[config.mk]
export PLATFORM = sky130hd
export DESIGN_NAME = instr_prefetch_queue
export DESIGN_NICKNAME = d
export VERILOG_FILES = /design/src/rtl/arch_defines.sv /design/src/rtl/fifo_sync.sv /design/src/rtl/instr_prefetch_queue.sv
export SDC_FILE = /design/constraint.sdc
export NUM_CORES = 1
export LEC_CHECK = 0
export CORE_MARGIN = 1.5
export CORE_UTILIZATION = 45
export CTS_BUF_LIST = sky130_fd_sc_hd__clkbuf_16
export CTS_CLUSTER_SIZE = 16
export DETAILED_ROUTE_END_ITERATION = 10
export GPL_TIMING_DRIVEN = 0
export PLACE_DENSITY = 0.67
export SYNTH_ARGS = -nofsm -noshare
export SYNTH_HDL_FRONTEND = slang
export SYNTH_SLANG_ARGS = --single-unit
[constraint.sdc]
create_clock -name clk -period 7.58 [get_ports clk]
set_input_delay 1.895 -clock clk [delete_from_list [all_inputs] [get_ports clk]]
set_output_delay 1.895 -clock clk [all_outputs]
set_load 0.02 [all_outputs]
[src/rtl/arch_defines.sv]
// Shared architectural constants and the prefetch queue entry layout.
package arch_defines;
  localparam int          PC_W      = 32;
  localparam logic [31:0] NOP_INSTR = 32'h0;
  localparam logic [31:0] PC_STEP   = 32'd1;

  typedef struct packed {
    logic [PC_W-1:0] pc;
    logic [31:0]     instr;
  } fetch_entry_t;
endpackage

[src/rtl/fifo_sync.sv]
// Synchronous FIFO with flush; head is read combinationally.
module fifo_sync #(
  parameter int WIDTH = 64,
  parameter int DEPTH = 4,
  parameter int CNT_W = $clog2(DEPTH) + 1
) (
  input  logic             clk,
  input  logic             rst,
  input  logic             i_push,
  input  logic             i_pop,
  input  logic             i_flush,
  input  logic [WIDTH-1:0] i_wdata,
  output logic [WIDTH-1:0] o_rdata,
  output logic             o_full,
  output logic             o_empty,
  output logic [CNT_W-1:0] o_count
);
  localparam int AW = $clog2(DEPTH);

  logic [WIDTH-1:0] r_mem [DEPTH];
  logic [AW-1:0]    r_wr_ptr, r_rd_ptr;
  logic [CNT_W-1:0] r_count;

  // Pointers wrap naturally because DEPTH is a power of two.
  always_ff @(posedge clk or posedge rst) begin
    if (rst) begin
      r_wr_ptr <= '0;
      r_rd_ptr <= '0;
      r_count  <= '0;
    end else if (i_flush) begin
      r_wr_ptr <= '0;
      r_rd_ptr <= '0;
      r_count  <= '0;
    end else begin
      if (i_push) r_wr_ptr <= r_wr_ptr + AW'(1);
      if (i_pop)  r_rd_ptr <= r_rd_ptr + AW'(1);
      case ({i_push, i_pop})
        2'b10:   r_count <= r_count + CNT_W'(1);
        2'b01:   r_count <= r_count - CNT_W'(1);
        default: r_count <= r_count;
      endcase
    end
  end

  always_ff @(posedge clk) begin
    if (i_push && !i_flush) r_mem[r_wr_ptr] <= i_wdata;
  end

  assign o_rdata = r_mem[r_rd_ptr];
  assign o_count = r_count;
  assign o_empty = (r_count == '0);
  assign o_full  = (r_count == CNT_W'(DEPTH));
endmodule

[src/rtl/instr_prefetch_queue.sv]
// Instruction prefetch: fetch address generation, 1-cycle read latency capture,
// and a DEPTH-entry {pc, instr} queue feeding the issue register.
module instr_prefetch_queue
  import arch_defines::*;
#(
  parameter int DEPTH = 4,
  parameter int CNT_W = $clog2(DEPTH) + 1
) (
  input  logic             clk,
  input  logic             rst,
  input  logic             stall,
  input  logic             redirect,
  input  logic [PC_W-1:0]  redirect_pc,
  output logic             mem_req,
  output logic [PC_W-1:0]  mem_addr,
  input  logic [31:0]      mem_rdata,
  output logic             issue_valid,
  output logic [31:0]      issue_instr,
  output logic [PC_W-1:0]  issue_pc,
  output logic [CNT_W-1:0] count
);
  logic [PC_W-1:0] r_fetch_pc;
  logic [PC_W-1:0] r_req_pc;
  logic            r_inflight;

  logic             w_push, w_pop, w_full, w_empty, w_room;
  logic [CNT_W:0]   w_occ;
  fetch_entry_t     w_wentry, w_head;

  // The outstanding request counts against capacity so its response always fits.
  assign w_occ  = {1'b0, count} + {{CNT_W{1'b0}}, r_inflight};
  assign w_room = !w_full && (w_occ < (CNT_W+1)'(DEPTH));

  assign mem_req  = !rst && !redirect && w_room;
  assign mem_addr = r_fetch_pc;

  always_ff @(posedge clk or posedge rst) begin
    if (rst) begin
      r_fetch_pc <= '0;
      r_req_pc   <= '0;
      r_inflight <= 1'b0;
    end else if (redirect) begin
      r_fetch_pc <= redirect_pc;
      r_inflight <= 1'b0;
    end else begin
      r_inflight <= mem_req;
      if (mem_req) begin
        r_req_pc   <= r_fetch_pc;
        r_fetch_pc <= r_fetch_pc + PC_STEP;
      end
    end
  end

  assign w_push   = r_inflight && !redirect;
  assign w_pop    = issue_valid && !stall;
  assign w_wentry = '{pc: r_req_pc, instr: mem_rdata};

  fifo_sync #(
    .WIDTH ($bits(fetch_entry_t)),
    .DEPTH (DEPTH),
    .CNT_W (CNT_W)
  ) u_fifo (
    .clk     (clk),
    .rst     (rst),
    .i_push  (w_push),
    .i_pop   (w_pop),
    .i_flush (redirect),
    .i_wdata (w_wentry),
    .o_rdata (w_head),
    .o_full  (w_full),
    .o_empty (w_empty),
    .o_count (count)
  );

  // Redirect squashes the head in the same cycle it flushes the queue.
  assign issue_valid = !w_empty && !redirect;
  assign issue_instr = issue_valid ? w_head.instr : NOP_INSTR;
  assign issue_pc    = issue_valid ? w_head.pc    : '0;
endmodule

==> flow_summary.toml, run 1 <==
[global_routing]
global_route.usage.met3_pct = 3.74
antenna_found_initial = 0
gr-usage-all-layers_pct = 19.3
grt_util_met2_pct = 29.7
grt.busiest_layer = "met2"
met1_usage_pct = 28.2
grt_start_max_net_pins = 52
grt_pass1_vias = 7960
grt_pass1_wl_um = 45500
overflow = 0

[detailed_routing]
route.detailed.drc = 0
routed_wl_um = 29100
post_drt_wl_per_cell_um = 20.1
dr.pass1.iters = 5
drtIter0Drc = 670
vias = 7922
ant_nets = 0
viasPerCell = 5.47

[critical_path]
critPathKind = "in2out"
critPathRequiredTime_ns = 5.69
r2r-start = "u_fifo.o_count[2]$_DFFE_PP0P_"
r2r.worst_path.cells = 7
critPathArrivalTime_ns = 4.79
cp-end-kind = "output port"
rrSetupSlack_ns = 4.91
r2r_end = "r_req_pc[2]$_DFFE_PP0P_"
critPathMaxFanout = 10
startpoint_type = "input pin"

[synthesis]
yosys_warnings = 0
synth_cell_types = 51
ys_async_sr_fraction_pct = 22.0
synth-edff-count = 256
syn-instance-count = 828
syn_area_per_cell_sq_um = 16.1
synth_seq_cells = 328
ys.flop_type = "edfxtp_1"
syn_nets = 902
ys_seq_area_share_pct = 71.4
netlist_area_sq_um = 13300

[timing]
period_needed_ns = 6.69
fmax_mhz = 149
finalWorstSetupSlack_ns = 0.891
fin_setup_tns_ns = 0
slew_headroom_pct = 34.2
hold_ws_ns = 0.514
period_share_pct = 88.3
setup_viol_count_final = 0
rsz0062_at_grt = "false"
hold_violations = 0
worst_pin_slew_ns = 0.978
skew_ns = 0.0246
report.final.slew_viol_count = 0

[floorplanning]
fp.coreArea_sq_um = 28900
die_y_um = 175
die_w_um = 175
die_area_sq_um = 30600
placementRows = 62
io_pins = 169
start_util_pct = 46.1

[final_layout]
register_area_sq_um = 9490
fillCellCount = 2267
fin_area_sq_um = 16700
synthToLayoutAreaGrowth_pct = 25.6
antennaDiodeCount = 0
multiInputGateArea_sq_um = 3590
drive_above_1_share_pct = 13.0
fin_nets = 1111

[min_path]
min_to = "u_fifo.r_mem[1][57]$_DFFE_PP_"
min_from = "r_req_pc[25]$_DFFE_PP0P_"
hp-class = "reg2reg"
min_path_cells = 0

[cts]
cts_setup_buffers = 0
h-tree-depth = 2
clk_pin_slew_ns = 0.06
tritoncts = "built"
ctsHoldBuffers = 0
cts.sinks = 328
cts_made_buffers = 35
cts_buffer_depth = 3
cts-resized-gates = 0
clk_latency_ns = 0.51
ctsRootBufferMaster = "clkbuf_16"

[place]
postPlaceCellArea_sq_um = 15600
dp_worst_setup_slack_ns = 0.948
dp_hpwl_um = 18700
port_buffers = 167
routabilityCongestion = 0.891

[status]
outcome = "completed"

[power_and_ir_drop]
pwr-share-clk_pct = 37.4
powerDensity_nw_per_um2 = 257
power.switching_mw = 1.04
power_leakage_nw = 5.79
switching_share_pct = 24.2
seq_power_share_pct = 50.2
internal-power_mw = 3.26
pwr-share-comb_pct = 12.4
total_power_mw = 4.30
irDropWorstVdd_mv = 0.136

[job]
drv_cap = 0
==> cell usage after synthesis (10+ instances only) <==
master | count | area [sq um]
clkbuf_1 | 30 | 113
nand4_1 | 10 | 62.6
a21oi_1 | 13 | 65.1
nand3_1 | 20 | 100
edfxtp_1 | 256 | 7690
nand2_1 | 136 | 510
and2_1 | 68 | 425
o21ai_0 | 18 | 90.1
inv_1 | 11 | 41.3
nor2_1 | 13 | 48.8
dfrtp_1 | 72 | 1800
mux4_2 | 64 | 1440
o211ai_1 | 15 | 113
==> state kept, by name (all words and copies together), names as in the netlist <==
name and count:
mem_addr 32, r_inflight 1, r_req_pc 32, u_fifo.o_count 3, u_fifo.r_mem 256, u_fifo.r_rd_ptr 2, u_fifo.r_wr_ptr 2
==> per-layer routing <==
layer | up-vias | wire length, um
li1 | 3594 | -
met1 | 3934 | 12800
met2 | 345 | 13500
met3 | 49 | 2100
met4 | 0 | 617
met5 | - | 0
==> layout by cell type (no fill, tap or decap), drive strengths merged, types with 15 or more instances in the layout <==
cell,netlist,final
edfxtp,256,256
clkdlybuf4s50,0,167
nand2,138,138
dfrtp,72,72
and2,69,69
clkbuf,31,69
mux4,64,64
nand3,20,20
o21ai,18,18
inv,11,18
buf,12,17
o211ai,15,15
==> area by class of cell <==
cell class / count / share of cell area [%]
buffer: 43 / 1.14
clock buffer: 38 / 5.70
clock inverter: 25 / 0.877
inverter: 11 / 0.262
multi-input combinational: 446 / 21.5
sequential: 328 / 56.8
tap: 384 / 2.88
timing repair buffer: 172 / 10.8
==> power by group through the flow <==
stage                     Sequential [mW]  Combinational (mW)  Clock [mW]
final                                2.16               0.535        1.61
after global routing                 2.17               0.583        1.71
after CTS                            2.16               0.543        1.65
after detailed placement             2.19               0.540           0
after global placement               2.19               0.531           0
after floorplan                      2.18               0.286           0
==> kinds of logic (layout without fill, tap and decap cells) <==
logic type	Yosys count	in the layout	synth area share [%]
flip-flops	328	328	71.4
AND/OR/NAND/NOR	297	297	11.2
AO/OA/AOI/OAI	72	72	3.72
multiplexers	66	66	11.0
buffers and inverters	54	289	1.74
adder cells (fa/ha/maj)	6	6	0.621
XOR/XNOR	5	5	0.329
==> worst max-delay path, cell delays in order <==
cell and delay (ns):
clkdlybuf4s50_1 0.57, nor3_1 0.09, nand2_1 0.26, clkbuf_1 0.38, clkbuf_1 0.49, buf_1 0.44, inv_1 0.10, clkdlybuf4s50_1 0.56
==> metrics by stage <==
stage / cells / utilization [%]
floorplan: 828 / -
global placement: 1379 / 53.5
detailed placement: 1384 / 54.1
CTS: 1447 / 57.9
global route: 1447 / 57.9
finish: 1447 / 57.9
==> worst max path at each step <==
stage / startpoint / end / slack (ns) / cells past startpoint
global route: rst / mem_req / 0.78 / 8
finish: rst / mem_req / 0.89 / 8
detailed placement: rst / mem_req / 0.95 / 8
CTS: rst / mem_req / 0.93 / 8
global placement: rst / mem_req / 0.98 / 8
floorplan: redirect / mem_req / 2.29 / 7
Note: power is estimated with default switching activity, not from simulation.
==> run 2: changes to the inputs <==
Clock period 7.58 ns to 7.3 ns, I/O delays scaled along.
==> results of run 2 <==
The final DEF is identical to that of run 1. Status: completed.
Among the figures that moved: setup slack after placement 0.948 ns -> 0.808 ns; setup slack after layout 0.891 ns -> 0.751 ns; register-to-register setup slack 4.91 ns -> 4.63 ns; total power 4.30 mW -> 4.46 mW; worst IR drop on VDD 0.136 mV -> 0.141 mV
